**src/rtl/serial_add_pkg.sv**
```systemverilog
// Shared types and constants for the digit-serial adder controller.
package serial_add_pkg;

   localparam int NIBBLE_W = 4;

   typedef enum logic [1:0] {
      IDLE = 2'd0,
      RUN  = 2'd1,
      DONE = 2'd2
   } state_e;

endpackage

```
**src/rtl/rca_4b.sv**
```systemverilog
// 4-bit ripple-carry adder: s + 16*co = a + b + ci.
module rca_4b (
   input  logic [3:0] a,
   input  logic [3:0] b,
   input  logic       ci,
   output logic [3:0] s,
   output logic       co
);

   logic [4:0] c_s;

   // Bit-by-bit full-adder ripple.
   always_comb begin
      s      = 4'd0;
      c_s    = 5'd0;
      c_s[0] = ci;
      for (int i = 0; i < 4; i++) begin
         s[i]     = a[i] ^ b[i] ^ c_s[i];
         c_s[i+1] = (a[i] & b[i]) | (c_s[i] & (a[i] ^ b[i]));
      end
      co = c_s[4];
   end

endmodule

```
**src/rtl/serial_add16_ctrl.sv**
```systemverilog
// Digit-serial adder: one 4-bit digit per clock through a shared rca_4b.
// Optional macro SERIAL_ADD_SUB_EN adds a 'sub' port selecting a + ~b + 1.
module serial_add16_ctrl
   import serial_add_pkg::*;
#(
   parameter int NIBBLES = 4
) (
   input  logic                        clk,
   input  logic                        rst,
   input  logic                        start,
   input  logic [NIBBLE_W*NIBBLES-1:0] a,
   input  logic [NIBBLE_W*NIBBLES-1:0] b,
   input  logic                        c_in,
`ifdef SERIAL_ADD_SUB_EN
   input  logic                        sub,
`endif
   output logic                        busy,
   output logic                        done,
   output logic [NIBBLE_W*NIBBLES-1:0] sum,
   output logic                        c_out
);

   localparam int W     = NIBBLE_W * NIBBLES;
   localparam int IDX_W = (NIBBLES > 1) ? $clog2(NIBBLES) : 1;
   localparam logic [IDX_W-1:0] LAST_IDX = IDX_W'(NIBBLES - 1);

   state_e               state_r;
   state_e               state_nx_s;
   logic [IDX_W-1:0]     idx_r;
   logic [W-1:0]         a_r;
   logic [W-1:0]         b_r;
   logic [W-1:0]         sum_r;
   logic                 carry_r;
   logic                 c_out_r;
   logic                 busy_r;
   logic                 done_r;
   logic                 accept_s;
   logic                 last_s;
   logic [W-1:0]         b_eff_s;
   logic                 c_eff_s;
   logic [NIBBLE_W-1:0]  dig_a_s;
   logic [NIBBLE_W-1:0]  dig_b_s;
   logic [NIBBLE_W-1:0]  dig_s_s;
   logic                 dig_co_s;

   // Subtraction is folded into the captured operand: a + ~b + 1.
   always_comb begin
      b_eff_s = b;
      c_eff_s = c_in;
`ifdef SERIAL_ADD_SUB_EN
      if (sub) begin
         b_eff_s = ~b;
         c_eff_s = 1'b1;
      end else begin
         b_eff_s = b;
         c_eff_s = c_in;
      end
`endif
   end

   assign dig_a_s = a_r[idx_r*NIBBLE_W +: NIBBLE_W];
   assign dig_b_s = b_r[idx_r*NIBBLE_W +: NIBBLE_W];

   rca_4b u_rca (
      .a  (dig_a_s),
      .b  (dig_b_s),
      .ci (carry_r),
      .s  (dig_s_s),
      .co (dig_co_s)
   );

   // Next-state and accept/last-digit decode.
   always_comb begin
      state_nx_s = state_r;
      accept_s   = 1'b0;
      last_s     = 1'b0;
      case (state_r)
         IDLE: begin
            if (start) begin
               state_nx_s = RUN;
               accept_s   = 1'b1;
            end else begin
               state_nx_s = IDLE;
            end
         end
         RUN: begin
            if (idx_r == LAST_IDX) begin
               state_nx_s = DONE;
               last_s     = 1'b1;
            end else begin
               state_nx_s = RUN;
            end
         end
         DONE: begin
            if (start) begin
               state_nx_s = RUN;
               accept_s   = 1'b1;
            end else begin
               state_nx_s = IDLE;
            end
         end
         default: begin
            state_nx_s = IDLE;
         end
      endcase
   end

   // State register.
   always_ff @(posedge clk or posedge rst) begin
      if (rst) begin
         state_r <= IDLE;
      end else begin
         state_r <= state_nx_s;
      end
   end

   // Operand capture, digit accumulation and registered status flags.
   always_ff @(posedge clk or posedge rst) begin
      if (rst) begin
         a_r     <= '0;
         b_r     <= '0;
         sum_r   <= '0;
         idx_r   <= '0;
         carry_r <= 1'b0;
         c_out_r <= 1'b0;
         busy_r  <= 1'b0;
         done_r  <= 1'b0;
      end else begin
         busy_r <= (state_nx_s == RUN);
         done_r <= (state_nx_s == DONE);
         if (accept_s) begin
            a_r     <= a;
            b_r     <= b_eff_s;
            carry_r <= c_eff_s;
            idx_r   <= '0;
            sum_r   <= '0;
            c_out_r <= 1'b0;
         end else if (state_r == RUN) begin
            sum_r[idx_r*NIBBLE_W +: NIBBLE_W] <= dig_s_s;
            carry_r <= dig_co_s;
            idx_r   <= idx_r + IDX_W'(1);
            if (last_s) begin
               c_out_r <= dig_co_s;
            end else begin
               c_out_r <= c_out_r;
            end
         end else begin
            carry_r <= carry_r;
         end
      end
   end

   assign busy  = busy_r;
   assign done  = done_r;
   assign sum   = sum_r;
   assign c_out = c_out_r;

endmodule

```
**config.mk**
```make
export PLATFORM = sky130hd
export DESIGN_NAME = serial_add16_ctrl
export DESIGN_NICKNAME = d
export VERILOG_FILES = /design/src/rtl/serial_add_pkg.sv /design/src/rtl/rca_4b.sv /design/src/rtl/serial_add16_ctrl.sv
export SDC_FILE = /design/constraint.sdc
export NUM_CORES = 1
export LEC_CHECK = 0
export BUFFER_PORTS_ARGS = -buffer_cell sky130_fd_sc_hd__buf_2
export CAP_MARGIN = 20
export CORE_ASPECT_RATIO = 1.5
export CORE_MARGIN = 4
export CORE_UTILIZATION = 40
export DETAILED_ROUTE_END_ITERATION = 10
export PLACE_DENSITY = 0.69
export REMOVE_ABC_BUFFERS = 1
export SLEW_MARGIN = 25
export SYNTH_ARGS = -nofsm -noshare
export SYNTH_HDL_FRONTEND = slang
export SYNTH_SLANG_ARGS = --single-unit
export TNS_END_PERCENT = 5
```
**constraint.sdc**
```tcl
create_clock -name clk -period 2.6 [get_ports clk]
set_input_delay 0.52 -clock clk [delete_from_list [all_inputs] [get_ports clk]]
set_output_delay 0.52 -clock clk [all_outputs]
set_load 0.05 [all_outputs]
```
==> impl_metrics.csv <==
group,metric,value,unit
outcome,status,"finished with violations",
outcome,violations,"setup timing",
timing,finalWorstPathRequiredPeriod,2.70,ns
final_layout,layout_common_cells,"nand2_1, dfrtp_1, buf_2, mux4_2, buf_4",
worst_setup_path,critPathKind,"reg -> reg",
power,irDropWorstVdd,0.503,mV
clock_network,cts-htree-levels,2,
clock_network,cts_tree,"yes",
clock_network,cts_buffers,5,
synth,syn-cell-area,0.00251,sq mm
power,pwr-share-seq,34.0,%
die,dieWidth,72.7,microns
worst_setup_path,required,2.80,ns
timing,worst_pin_slew,0.704,ns
final_layout,final_common_cell,"nand2_1",
final_layout,diodes,0,
timing,finalCritPeriodShare,104,%
synth,ys.flop_type,"dfrtp_1",
clock_network,clkSinkCount,56,
placed_design,dp_hpwl,3.99,mm
synth,ys_seq_area_share,55.8,%
die,dieHeight,105,microns
timing,rsz0062_at_grt,"true",
drt,drt_wl_total,5.25,mm
worst_setup_path,reg2reg_slack,-0.10,ns
timing,finalHoldViolations,0,
timing,skew,0.00504,ns
timing,slew_headroom,52.9,%
worst_setup_path,cp_max_fo,4,
drt,firstDrtPassIters,4,
worst_setup_path,critPathArrivalTime,2.91,ns
clock_network,clk_pin_slew,0.09,ns
power,combPwrFrac,54.6,%
synth,synthXorXnorAreaFrac,0,%
worst_setup_path,crit_path_end_kind,"register",
timing,max_freq,370,MHz
timing,setup_viol,4,
worst_setup_path,reg2reg_to,"sum[11]$_DFFE_PP0P_",
die,rows,35,
worst_setup_path,rr_worst_depth,11,
power,internal_power,2.40,mW
synth,async_flop_share,100,%
worst_setup_path,r2r-start,"idx_r[0]$_DFFE_PP0P_",
power,switching_share,44.0,%
synth,synth_cells,243,
clock_network,clk_latency,0.30,ns
synth,synth-adder-area-share,5.18,%
clock_network,cts.path.max_buffers,2,
placed_design,io_buffer_count,54,
timing,hold_slack,0.173,ns
clock_network,cts-root-buf,"clkbuf_8",
grt,track_usage,14.9,%
final_layout,area_growth,20.7,%
drt,drtIter0Drc,64,
timing,slew_violations,0,
synth,syn_avg_cell_area,10.3,sq um
worst_setup_path,start_kind,"register",
drt,vias,1842,
synth,yosys.area_share.simple,20.6,%
grt,grt_first_pass_wirelength,8.90,mm
die,fp.dieArea,0.00763,sq mm
grt,grt_pass1_vias,1904,
placed_design,place.gp.congestion,0.803,
drt,wire_per_inst,13.9,microns
synth,synth_cell_types,27,
grt,antenna_found_initial,0,
flow_run,maxCapViolations,0,
power,p_leak,1.60,nW
die,core-area,0.00613,sq mm
drt,ant_nets,0,
clock_network,cts_hold_buf,0,
drt,via_per_inst,4.87,
synth,ys_warn_count,0,
timing,layout_setup_ws,-0.105,ns
grt,grt_max_degree,30,
die,pin_count,55,
synth,ys_ff_latch,56,
drt,drc_errors,0,
synth,synth-edff-count,0,
grt,grt-ovfl-total,0,
die,start_util,40.9,%
power,powerDensity,1410,mW/mm^2
power,p_clk_share,11.3,%
final_layout,layout-drive-gt1-share,30.9,%
synth,yosys-mux-area-fraction,7.18,%
power,power_switching,1.88,mW
synth,synth_compound_area_share,7.28,%
worst_hold_path,hold_class,"in -> async",
power,p_total,4.27,mW
final_layout,fin_nets,347,
final_layout,fin_util,49.4,%
synth,synth_top_family_by_area,"simple AND/OR/NAND/NOR gates",
-- routing by layer --
| metal | track usage, % | up-vias | share of wire, % |
|---|---|---|---|
| met1 | 18.7 | 879 | 42 |
| li1 | - | 920 | - |
| met2 | 24.9 | 35 | 52 |
| met4 | 6.33 | 0 | 2.2 |
| met3 | 2.21 | 8 | 3.9 |
| met5 | 0 | - | 0 |
-- cell usage after synthesis, types with 2 or more instances --
master     instances  area [sq um]
a22o_1             6          52.6
o41ai_1            2          17.5
ha_1               4          50.1
nand2_1          102           383
mux4_2             8           180
buf_2             10          50.1
dfrtp_1           56          1400
nor2b_1            2          12.5
and3_1             2          12.5
nor2_1             2          7.51
nand3_1            7          35.0
fa_1               4          80.1
inv_1             11          41.3
o21ai_0            6          30.0
clkbuf_1           2          7.51
o2bb2ai_1          6          52.6
a21oi_1            2          10.0
and3b_1            2          17.5
-- state kept, by name, indices dropped and copies added (netlist names) --
| signal | flops |
|---|---|
| a_r | 16 |
| b_r | 16 |
| busy | 1 |
| c_out | 1 |
| carry_r | 1 |
| done | 1 |
| idx_r | 2 |
| state_r | 2 |
| sum | 16 |
-- metrics by stage --
stage / worst slack, ns / setup TNS (ns) / area [sq um] / std cells
after global routing: -0.199 / -0.771 / 3030 / 378
final: -0.105 / -0.378 / 3030 / 378
after floorplan: -0.334 / -1.84 / 2450 / 231
after global placement: -0.0954 / -0.333 / 2900 / 368
after detailed placement: -0.158 / -0.579 / 2900 / 368
after CTS: -0.126 / -0.468 / 3000 / 377
-- critical path: stages, from the launching register on --
cell	delay (ns)
dfrtp_2	0.45
buf_6	0.12
mux4_2	0.22
inv_2	0.04
fa_2	0.35
inv_2	0.07
fa_2	0.20
inv_2	0.04
fa_2	0.35
inv_2	0.06
fa_2	0.46
a22o_1	0.24
-- power groups by stage --
| stage | Clock, mW | Combinational, mW | Sequential [mW] |
|---|---|---|---|
| final | 0.485 | 2.33 | 1.46 |
| after floorplan | 0 | 1.21 | 1.78 |
| after global routing | 0.533 | 2.60 | 1.50 |
| after global placement | 0 | 2.18 | 1.46 |
| after detailed placement | 0 | 2.21 | 1.47 |
| after CTS | 0.497 | 2.27 | 1.46 |
-- repair_timing --
action | 4_1_cts | 5_1_grt
pin swaps | 1 | 5
endpoints found under the setup margin | 5 | 8
hold endpoints to repair | 0 | 0
gates resized for setup | 6 | 8
setup buffers | 1 | 1
-- final cells by class --
type                    instances  area [sq um]
repair buffers                 65           373
clock buffers                   8          90.1
fillers                       595          3100
inverters                      11          41.3
well taps                      74          92.6
multi-input cells             164          1030
flip-flops and latches         56          1400
-- cell families (layout without fill, tap and decap cells) --
family | count (synthesis) | after routing
flip-flops | 56 | 56
adder cells (fa/ha/maj) | 8 | 8
multiplexers | 8 | 8
AO/OA/AOI/OAI | 25 | 25
buffers and inverters | 23 | 84
AND/OR/NAND/NOR | 123 | 123
-- worst max-delay path by stage --
| stage | to | startpoint | slack, ns |
|---|---|---|---|
| floorplan | sum[11]$_DFFE_PP0P_ | idx_r[0]$_DFFE_PP0P_ | -0.33 |
| global placement | sum[11]$_DFFE_PP0P_ | idx_r[0]$_DFFE_PP0P_ | -0.1 |
| detailed placement | sum[15]$_DFFE_PP0P_ | idx_r[0]$_DFFE_PP0P_ | -0.16 |
| CTS | sum[3]$_DFFE_PP0P_ | idx_r[0]$_DFFE_PP0P_ | -0.13 |
| global route | sum[11]$_DFFE_PP0P_ | idx_r[0]$_DFFE_PP0P_ | -0.20 |
| finish | sum[11]$_DFFE_PP0P_ | idx_r[0]$_DFFE_PP0P_ | -0.10 |
Note: power is estimated with default switching activity, not from simulation.
